===== config.mk =====
export PLATFORM = sky130hd
export DESIGN_NAME = mem_access_ctrl
export DESIGN_NICKNAME = d
export VERILOG_FILES = /design/src/rtl/mem_access_pkg.sv /design/src/rtl/mem_access_ctrl_lane_align.sv /design/src/rtl/mem_access_ctrl.sv
export SDC_FILE = /design/constraint.sdc
export NUM_CORES = 1
export LEC_CHECK = 0
export CORE_MARGIN = 5
export CORE_UTILIZATION = 47
export CTS_BUF_LIST = sky130_fd_sc_hd__clkbuf_8
export DETAILED_ROUTE_END_ITERATION = 8
export MAX_ROUTING_LAYER = met4
export PLACE_DENSITY = 0.78
export SYNTH_ARGS = -nofsm -noshare
export SYNTH_HDL_FRONTEND = slang
export SYNTH_SLANG_ARGS = --single-unit

===== constraint.sdc =====
create_clock -name clk -period 6.4 [get_ports clk]
set_input_delay 0.96 -clock clk [delete_from_list [all_inputs] [get_ports clk]]
set_output_delay 0.96 -clock clk [all_outputs]
set_load 0.005 [all_outputs]

===== src/rtl/mem_access_pkg.sv =====
// Shared encodings for the load/store access controller: size codes, FSM states,
// the latched request record, and address alignment/error helpers.
package mem_access_pkg;

    localparam logic [1:0] SZ_BYTE = 2'b00;
    localparam logic [1:0] SZ_HALF = 2'b01;
    localparam logic [1:0] SZ_WORD = 2'b10;
    localparam logic [1:0] SZ_RSVD = 2'b11;

    typedef enum logic [2:0] {
        IDLE = 3'd0,
        RD   = 3'd1,
        CAP  = 3'd2,
        WR   = 3'd3,
        RSP  = 3'd4
    } state_t;

    typedef struct packed {
        logic        we;
        logic [1:0]  size;
        logic        sgn;
        logic [1:0]  off;
        logic [31:0] wdata;
        logic        err;
    } req_t;

    function automatic logic misaligned(input logic [1:0] size, input logic [1:0] off);
        logic bad;
        case (size)
            SZ_BYTE: bad = 1'b0;
            SZ_HALF: bad = off[0];
            SZ_WORD: bad = (off != 2'b00);
            default: bad = 1'b1;
        endcase
        return bad;
    endfunction

    function automatic logic [31:0] align_addr(input logic [1:0] size, input logic [31:0] addr);
        logic [31:0] a;
        case (size)
            SZ_HALF: a = {addr[31:1], 1'b0};
            SZ_WORD: a = {addr[31:2], 2'b00};
            default: a = addr;
        endcase
        return a;
    endfunction

endpackage


===== src/rtl/mem_access_ctrl_lane_align.sv =====
// Big-endian lane steering: extracts/extends a load from a memory word and
// merges right-justified store data into the addressed lanes of a word.
module lane_align
    import mem_access_pkg::*;
(
    input  logic [1:0]  size,
    input  logic        sgn,
    input  logic [1:0]  off,
    input  logic [31:0] word,
    input  logic [31:0] wdata,
    output logic [31:0] ld_data,
    output logic [31:0] st_word
);

    logic [7:0]  byte_sel;
    logic [15:0] half_sel;

    always_comb begin
        case (off)
            2'd0:    byte_sel = word[31:24];
            2'd1:    byte_sel = word[23:16];
            2'd2:    byte_sel = word[15:8];
            default: byte_sel = word[7:0];
        endcase
        half_sel = off[1] ? word[15:0] : word[31:16];

        ld_data = word;
        st_word = wdata;
        case (size)
            SZ_BYTE: begin
                ld_data = {{24{sgn & byte_sel[7]}}, byte_sel};
                st_word = word;
                case (off)
                    2'd0:    st_word[31:24] = wdata[7:0];
                    2'd1:    st_word[23:16] = wdata[7:0];
                    2'd2:    st_word[15:8]  = wdata[7:0];
                    default: st_word[7:0]   = wdata[7:0];
                endcase
            end
            SZ_HALF: begin
                ld_data = {{16{sgn & half_sel[15]}}, half_sel};
                st_word = word;
                if (off[1]) st_word[15:0]  = wdata[15:0];
                else        st_word[31:16] = wdata[15:0];
            end
            default: ;
        endcase
    end

endmodule


===== src/rtl/mem_access_ctrl.sv =====
// CPU load/store controller over a word-wide synchronous data memory, with
// read-modify-write for sub-word stores. Build option: MEM_ACCESS_MISALIGN_TRAP_EN.
module mem_access_ctrl
    import mem_access_pkg::*;
(
    input  logic        clk,
    input  logic        rst_n,
    input  logic        req_valid,
    output logic        req_ready,
    input  logic        req_we,
    input  logic [1:0]  req_size,
    input  logic        req_signed,
    input  logic [31:0] req_addr,
    input  logic [31:0] req_wdata,
    output logic        resp_valid,
    output logic [31:0] resp_rdata,
    output logic        resp_err,
    output logic [31:0] mem_addr,
    output logic [31:0] mem_wdata,
    output logic        mem_wr,
    input  logic [31:0] mem_rdata
);

    state_t      state_q, state_d;
    req_t        req_q, req_d, new_req;
    logic [31:0] acc_addr;
    logic [31:0] buf_q, buf_d;
    logic        ready_q, ready_d;
    logic        resp_valid_q, resp_valid_d;
    logic        resp_err_q, resp_err_d;
    logic [31:0] resp_rdata_q, resp_rdata_d;
    logic [31:0] mem_addr_q, mem_addr_d;
    logic [31:0] mem_wdata_q, mem_wdata_d;
    logic        mem_wr_q, mem_wr_d;
    logic [31:0] ld_data, st_word;

    always_comb begin
        new_req.we    = req_we;
        new_req.sgn   = req_signed;
        new_req.wdata = req_wdata;
`ifdef MEM_ACCESS_MISALIGN_TRAP_EN
        new_req.size  = req_size;
        acc_addr      = req_addr;
        new_req.err   = misaligned(req_size, req_addr[1:0]);
`else
        // Without trapping, reserved size acts as word and low bits are dropped.
        new_req.size  = (req_size == SZ_RSVD) ? SZ_WORD : req_size;
        acc_addr      = align_addr(new_req.size, req_addr);
        new_req.err   = 1'b0;
`endif
        new_req.off   = acc_addr[1:0];
    end

    // The word seen by lane_align is the live read data during CAP so the
    // load result and merged store word are ready on the CAP exit edge.
    assign buf_d = (state_q == CAP) ? mem_rdata : buf_q;

    lane_align u_lane_align (
        .size    (req_q.size),
        .sgn     (req_q.sgn),
        .off     (req_q.off),
        .word    (buf_d),
        .wdata   (req_q.wdata),
        .ld_data (ld_data),
        .st_word (st_word)
    );

    always_comb begin
        state_d      = state_q;
        req_d        = req_q;
        mem_addr_d   = mem_addr_q;
        mem_wdata_d  = mem_wdata_q;
        resp_rdata_d = '0;
        case (state_q)
            IDLE: begin
                if (req_valid && ready_q) begin
                    req_d = new_req;
                    if (new_req.err) begin
                        state_d = RSP;
                    end else begin
                        mem_addr_d = {acc_addr[31:2], 2'b00};
                        if (new_req.we && new_req.size == SZ_WORD) begin
                            mem_wdata_d = new_req.wdata;
                            state_d     = WR;
                        end else begin
                            state_d = RD;
                        end
                    end
                end
            end
            RD:  state_d = CAP;
            CAP: begin
                if (req_q.we) begin
                    mem_wdata_d = st_word;
                    state_d     = WR;
                end else begin
                    resp_rdata_d = ld_data;
                    state_d      = RSP;
                end
            end
            WR:      state_d = RSP;
            RSP:     state_d = IDLE;
            default: state_d = IDLE;
        endcase
        // Outputs are registered against the next state so they line up with it.
        ready_d      = (state_d == IDLE);
        mem_wr_d     = (state_d == WR);
        resp_valid_d = (state_d == RSP);
        resp_err_d   = (state_d == RSP) && req_d.err;
    end

    always_ff @(posedge clk or negedge rst_n) begin
        if (!rst_n) begin
            state_q      <= IDLE;
            req_q        <= '0;
            buf_q        <= '0;
            ready_q      <= 1'b1;
            resp_valid_q <= 1'b0;
            resp_err_q   <= 1'b0;
            resp_rdata_q <= '0;
            mem_addr_q   <= '0;
            mem_wdata_q  <= '0;
            mem_wr_q     <= 1'b0;
        end else begin
            state_q      <= state_d;
            req_q        <= req_d;
            buf_q        <= buf_d;
            ready_q      <= ready_d;
            resp_valid_q <= resp_valid_d;
            resp_err_q   <= resp_err_d;
            resp_rdata_q <= resp_rdata_d;
            mem_addr_q   <= mem_addr_d;
            mem_wdata_q  <= mem_wdata_d;
            mem_wr_q     <= mem_wr_d;
        end
    end

    assign req_ready  = ready_q;
    assign resp_valid = resp_valid_q;
    assign resp_err   = resp_err_q;
    assign resp_rdata = resp_rdata_q;
    assign mem_addr   = mem_addr_q;
    assign mem_wdata  = mem_wdata_q;
    assign mem_wr     = mem_wr_q;

endmodule


==> impl_results.md, run 1 <==
- HP Start: mem_addr[29]$_DFFE_PN0P_
- Vias in the first global route: 6784
- Status: finished, final reports clean
- Reg2reg path depth: 6
- Reg clk slew, reported paths: ~0.09 ns
- FF+latch count, synth: 172
- Worst-path fanout max: 52
- Worst Skew: approximately 0.012 ns
- Initial antenna violation count: 1
- Max Cap Viol: 0
- Die height: ~140 um
- Reg-to-Reg Start: state_q[2]$_DFF_PN0_
- Count of cell types in the netlist: 52
- Post-synth EDFFs: 0
- Hpwl dp: 15.6 mm
- Share of layout cells above drive strength 1: approximately 6.3%
- Worst-Skew Late Latency: 0.47 ns
- Final Setup Violations: 0
- WL final: approximately 23 mm
- Post-CTS setup buffers: 0
- Global router's overall resource usage: approximately 24%
- Core area: 0.0160 mm^2
- P_sw: between 1.5 and 2 mW
- Post-route cell area: ~0.010 mm^2
- Hold Crit Endpoint: mem_addr[29]$_DFFE_PN0P_
- Unrepaired setup endpoints after global routing: false
- Fillers: roughly 1400
- Startpoint types: register
- Placed Area: 0.00983 mm^2
- DRT iter0 DRCs: about 630
- Hold Crit Class: register to register
- Max-slew violations: 0
- NumNets Final: approximately 1100
- Global route total overflow: 0
- Synth Cell Area: a little under 0.008 mm^2
- Fin Hold WS: 0.480 ns
- Async SR Flop Fraction: 100%
- FMAX: 342 MHz
- Crit path kind: register to register
- Pre-Repair DR Iteration Count: 5
- Sw Share: about two fifths
- Comb pwr share: 45.1%
- Internal Power: about 2.8 mW
- Area grow syn2layout: 32.6%
- Post-CTS Resized: 0
- Vias: 6733
- Final clock period utilization by the worst path: between 40% and 50%
- Flop pwr share: about two fifths
- Peak supply drop: 0.000217 V
- Cts hold-fix bufs: 0
- Final hold viol count: 0
- Wirelength per Cell: roughly 18 um
- Reg2Reg Setup Slack: 3.47 ns
- Ports: just over 200
- Starting Density: between 40% and 50%
- Via-to-Cell Ratio: about 5.4
- WP data required: between 6 and 7 ns
- Yosys warning count: 0
- CP max-delay cell: a41oi_4
- TritonCTS clock tree: built
- Reg2reg end: resp_rdata[26]$_DFF_PN0_
- Hold Path Stages: 2
- First-pass GRT wire length: roughly 36 mm
- Clk Tree Root Cell: clkbuf_8
- CP arrival: ~3.3 ns
- Register area share after synthesis: approximately 56%
- CTS max path bufs: 2
- Slew @ Worst Pin: roughly 1.1 ns
- Final min period: around 3 ns
- Sink Count: about 170
- DIE AREA: 0.0190 mm^2
- Mapped Avg Cell Area: between 9 and 10 um^2
- Die width: ~140 um
- Largest net degree at the start of global routing: around 110
- Placer Congestion: ~0.90
- Input/output buffers: 200
- Critical path's largest stage delay: between 0.6 and 0.7 ns
- DRC errors left: 0
- Slew HR: roughly 29%
- Critical-path cell list: or3b_2 -> buf_4 -> mux4_2 -> nand2b_4 -> a41oi_4 -> o21ai_1
- H-Tree Depth: 4
- CTS Buf Count: 17
- Post-route setup TNS: 0 ns
- Top_reg_cell synth: dfrtp_1
- FP Rows: 46
- LEAKAGE: slightly below 5 nW
- Clock Power Share: 15.4%
- Pwr dens: about 460 mW/mm^2
- Worst Setup End Kind: register
- Final core occ: 63.8%
- Post-Syn Instances: 840
- Post-route antenna net violation count: 0
state kept, by name, summed over array words and instances, names as in the netlist:
signal      count
mem_addr       30
resp_rdata     32
mem_wr          1
resp_valid      1
req_q          39
state_q         3
req_ready       1
mem_wdata      32
buf_q          32
resp_err        1
synthesized netlist by cell type, drive strengths merged, types with 5 or more instances:
| master | n | area, um^2 |
|---|---|---|
| a21oi | 31 | 155 |
| clkbuf | 46 | 173 |
| nor2b | 8 | 50.1 |
| a221oi | 8 | 70.1 |
| a22oi | 17 | 128 |
| o21ai | 71 | 359 |
| nand2 | 316 | 1210 |
| nor2 | 17 | 63.8 |
| nor3 | 7 | 35.0 |
| nand3 | 12 | 60.1 |
| mux2i | 30 | 300 |
| a211oi | 8 | 60.1 |
| nor3b | 5 | 47.5 |
| o211ai | 7 | 52.6 |
| dfrtp | 171 | 4280 |
| buf | 10 | 72.6 |
| a21o | 11 | 82.6 |
| a2bb2oi | 8 | 70.1 |
| o22ai | 8 | 50.1 |
| inv | 17 | 63.8 |
per-layer routing:
layer | share of wire [%] | vias up | GRT usage (%) | routed length (um)
li1 | - | 3152 | - | -
met1 | 43 | 3190 | 31.4 | 9850
met2 | 45 | 338 | 36.0 | 10300
met3 | 8.7 | 53 | 7.24 | 1990
met4 | 2.7 | 0 | 9.98 | 624
met5 | 0 | - | - | 0
layout by cell type, fill, tap and decap left out, drive strengths merged, types with 2 or more instances in the layout:
master and count:
a211oi 8, a31oi 2, conb 2, mux4 3, a21oi 31, nor2b 8
inv 19, nor2 17, a2bb2oi 8, a21o 11, dfrtp 171, clkinvlp 6
nand3b 3, nor3 7, mux2i 30, clkdlybuf4s50 199, nand2b 4, clkinv 7
o22ai 8, o21ai 71, and3 2, nor3b 5, clkbuf 18, o211ai 7
nand2 316, a221oi 8, or2 2, buf 11, nand3 12, a22oi 17
power by group through the flow:
stage / clock, mW / sequential [mW] / combinational, mW
final: 0.728 / 1.86 / 2.13
after global routing: 0.790 / 1.91 / 2.34
after CTS: 0.741 / 1.86 / 2.13
after detailed placement: 0 / 1.87 / 2.12
after global placement: 0 / 1.86 / 2.07
after floorplan: 0 / 1.78 / 1.22
how the worst max path moves through the flow:
stage	startpoint	depth (start not counted)	end	slack, ns
6_report	state_q[2]$_DFF_PN0_	6	resp_rdata[26]$_DFF_PN0_	3.47
5_1_grt	state_q[2]$_DFF_PN0_	6	resp_rdata[26]$_DFF_PN0_	3.32
3_3_place_gp	req_valid	6	mem_wdata[20]$_DFFE_PN0P_	3.33
4_1_cts	state_q[2]$_DFF_PN0_	6	resp_rdata[27]$_DFF_PN0_	3.49
2_1_floorplan	mem_rdata[31]	5	resp_rdata[30]$_DFF_PN0_	4.13
3_5_place_dp	req_valid	6	mem_wdata[21]$_DFFE_PN0P_	3.25
worst max-delay path: cells and delay by family, from the launching register on:
family / cells / cell delay [ns]
buffers and inverters: 1 / 0.32
AOI/OAI and AO/OA: 2 / 0.78
and+or+nand+nor: 2 / 0.64
DFF: 1 / 0.49
muxes: 1 / 0.52
final cells by class:
cell class	count	area, um^2	area share (%)
antenna	1	2.50	0.0245
clock buffer	18	248	2.43
clock inverter	14	124	1.21
inverter	19	71.3	0.699
multi-input combinational	594	3110	30.5
sequential	172	4310	42.2
tap	216	270	2.65
timing repair buffer	210	2080	20.4
cell families after synthesis:
group                  count (synthesis)  share of synthesized area, %
muxes                                 33                          4.78
other                                  1                        0.0487
AOI/OAI and AO/OA                    176                          14.3
DFF                                  172                          55.9
buffers and inverters                 75                          4.11
and+or+nand+nor                      383                          20.9
per-stage QoR:
stage / total power [mW] / worst slack [ns] / instances
5_1_grt: 5.05 / 3.32 / 1244
4_1_cts: 4.72 / 3.49 / 1243
3_5_place_dp: 3.99 / 3.25 / 1211
2_1_floorplan: 3.00 / 4.13 / 841
3_3_place_gp: 3.93 / 3.33 / 1211
6_report: 4.72 / 3.47 / 1244
(Power assumes the default switching activity.)
==> run 2: changes to the inputs <==
--- a/config.mk
+++ b/config.mk
@@ -6,11 +6,11 @@
 export NUM_CORES = 1
 export LEC_CHECK = 0
 export CORE_MARGIN = 5
-export CORE_UTILIZATION = 47
+export CORE_UTILIZATION = 46
 export CTS_BUF_LIST = sky130_fd_sc_hd__clkbuf_8
 export DETAILED_ROUTE_END_ITERATION = 8
 export MAX_ROUTING_LAYER = met4
-export PLACE_DENSITY = 0.78
+export PLACE_DENSITY = 0.79
 export SYNTH_ARGS = -nofsm -noshare
 export SYNTH_HDL_FRONTEND = slang
 export SYNTH_SLANG_ARGS = --single-unit
==> constraint.sdc (replaced) <==
create_clock -name clk -period 2.6 [get_ports clk]
set_input_delay 0.39 -clock clk [delete_from_list [all_inputs] [get_ports clk]]
set_output_delay 0.39 -clock clk [all_outputs]
set_load 0.005 [all_outputs]
==> run 2 against run 1 <==
Compared with the run above:
- global-route usage decreased by 0.21 points
- largest power group unchanged
- combinational power grew to 2.5 times the previous value
- setup slack worse by 3.3 ns
- clock-buffer cell count down 1
- critical path depth unchanged
- via count up 2.8%
- wire length is 0.51% higher
- clock skew rose by 0.0035 ns
- utilization is 0.74 points lower
- first-iteration DRC count is 30% higher
==> impl_results.md, run 2 (same netlist as run 1, synthesis figures left out) <==
- Most frequent cells in the layout: nand2_1 (307), clkdlybuf4s50_1 (199), dfrtp_1 (171), o21ai_0 (64), a21oi_1 (31)
- Crit path kind: register to register
- Unrepaired setup endpoints after global routing: false
- Slew HR: 47.0% (+18 points)
- Worst-path fanout max: 67 (+29%)
- Reg2reg path depth: 6 (unchanged)
- Comb pwr share: 45.0% (about the same)
- Hold Path Stages: 3 (+1)
- Reg clk slew, reported paths: 0.10 ns (about the same)
- CTS max path bufs: 2 (unchanged)
- DIE AREA: 0.0194 mm^2 (+2.0%)
- Post-CTS setup buffers: 0 (unchanged)
- Area grow syn2layout: 35.3%
- Worst Setup End Kind: register
- First-pass GRT wire length: 36.3 mm (+0.29%)
- P_sw: 4.73 mW (+150%)
- Final min period: 2.42 ns (-0.512 ns)
- Clk Tree Root Cell: clkbuf_8
- Area of the multi-input gates: 0.00311 mm^2 (unchanged)
- Hold Crit Class: input port to register
- Initial antenna violation count: 1 (unchanged)
- Starting Density: 46.6% (-1.5 points)
- Final hold viol count: 0 (unchanged)
- Via-to-Cell Ratio: 5.47 (+1.1%)
- Die height: 139 um (+1.0%)
- Pwr dens: 1150 mW/mm^2 (+150%)
- WP data required: 2.93 ns (-3.79 ns)
- Register name with the most flops: req_q
- CP arrival: 2.75 ns (-0.50 ns)
- Clock Power Share: 16.9% (+1.5 points)
- Worst-Skew Late Latency: 0.47 ns (about the same)
- Cts hold-fix bufs: 1 (+1)
- NumNets Final: 1134 (+1.5%)
- WL final: 22.9 mm (+0.51%)
- Post-CTS Resized: 0 (unchanged)
- Placer Congestion: 0.899 (-0.13%)
- Max-slew violations: 0 (unchanged)
- Peak supply drop: 0.000534 V (+150%)
- Global route total overflow: 0 (unchanged)
- Layout Cells excl Fill: 1265 (+1.7%)
- LEAKAGE: 4.94 nW (+2.5%)
- TritonCTS clock tree: built
- Hpwl dp: 16.2 mm (+3.7%)
- FMAX: 414 MHz (+21%)
- Status: finished, final reports clean
- Commonest non-fill, non-tap cell in the layout: nand2_1
- Ports: 203 (unchanged)
- Final clock period utilization by the worst path: 92.9% (+47 points)
- Fillers: 1375 (+0.073%)
- Startpoint types: register
- Max Cap Viol: 0 (unchanged)
- Vias in the first global route: 6822 (+0.56%)
- FP Rows: 47 (+2.2%)
- Slew @ Worst Pin: 0.795 ns (-0.266 ns)
- H-Tree Depth: 4 (unchanged)
- Post-route setup TNS: 0 ns (unchanged)
- Sw Share: 39.5% (-0.69 points)
- Core area: 0.0165 mm^2 (+3.3%)
- Flop pwr share: 38.2% (-1.3 points)
- Final Setup Violations: 0 (unchanged)
- DRT iter0 DRCs: 820 (+30%)
- Pre-Repair DR Iteration Count: 5 (unchanged)
- Wirelength per Cell: 18.1 um (-1.2%)
- Worst Skew: 0.0158 ns (+0.00354 ns)
- Post-route cell area: 0.0104 mm^2 (+2.1%)
- Reg area: 0.00431 mm^2 (unchanged)
- Vias: 6919 (+2.8%)
- Die width: 139 um (+1.0%)
- DRC errors left: 0 (unchanged)
- Largest net degree at the start of global routing: 74 (-30%)
- Share of layout cells above drive strength 1: 7.76% (+1.4 points)
- Max FFs per register: 39 (unchanged)
- CTS Buf Count: 17 (unchanged)
- Global router's overall resource usage: 24.1% (-0.21 points)
- Placed Area: 0.00998 mm^2 (+1.5%)
- Input/output buffers: 200 (unchanged)
- Placed cells: 1231 (+1.7%)
- Internal Power: 7.24 mW (+160%)
- Sink Count: 172 (unchanged)
- Post-route antenna net violation count: 0 (unchanged)
==> run 2: layout make-up <==
cell class,count,area share [%]
antenna,1,0.0240
clock buffer,17,2.25
clock inverter,15,1.82
inverter,19,0.684
multi-input combinational,594,29.8
sequential,172,41.3
tap,220,2.64
timing repair buffer,227,21.4
==> run 2: power groups by stage <==
stage	logic, mW	registers [mW]	clock network (mW)
3_5_place_dp	5.37	4.60	0
2_1_floorplan	3.01	4.38	0
3_3_place_gp	5.25	4.57	0
6_report	5.38	4.57	2.02
5_1_grt	5.92	4.69	2.16
4_1_cts	5.39	4.56	2.04
==> run 2: per-stage QoR <==
step	worst slack [ns]	hold slack (ns)	util [%]	total power, mW
global placement	0.266	0.403	60.4	9.81
finish	0.185	0.434	63.1	12.0
detailed placement	0.235	0.410	60.4	9.96
global route	0.0630	0.423	63.1	12.8
CTS	0.218	0.410	63.0	12.0
floorplan	0.414	0.0944	-	7.39
==> run 2: worst paths after layout <==
path | start | to | slack [ns]
max in group asynchronous | rst_n | mem_addr[2]$_DFFE_PN0P_ | 1.38
worst max register to register | state_q[2]$_DFF_PN0_ | mem_wdata[26]$_DFFE_PN0P_ | 0.18
worst min register to register | mem_addr[29]$_DFFE_PN0P_ | mem_addr[29]$_DFFE_PN0P_ | 0.48
worst min-delay path | req_addr[15] | mem_addr[15]$_DFFE_PN0P_ | 0.43
min in group asynchronous | rst_n | mem_addr[3]$_DFFE_PN0P_ | 0.45
worst max-delay path | state_q[2]$_DFF_PN0_ | mem_wdata[26]$_DFFE_PN0P_ | 0.18
==> run 2: metal layers <==
| layer | wire length, um | up-vias | track usage, % |
|---|---|---|---|
| met5 | 0 | - | - |
| met2 | 10100 | 399 | 35.2 |
| met1 | 9750 | 3272 | 32.7 |
| li1 | - | 3193 | - |
| met3 | 2280 | 55 | 6.14 |
| met4 | 716 | 0 | 8.86 |
==> run 2: worst max-delay path, cell delays in order, from the launching register on <==
cell      delay [ns]
dfrtp_1         0.49
nor3b_4         0.32
buf_12          0.32
mux2i_1         0.67
o211ai_1        0.20
o21ai_0         0.10
o21ai_0         0.10
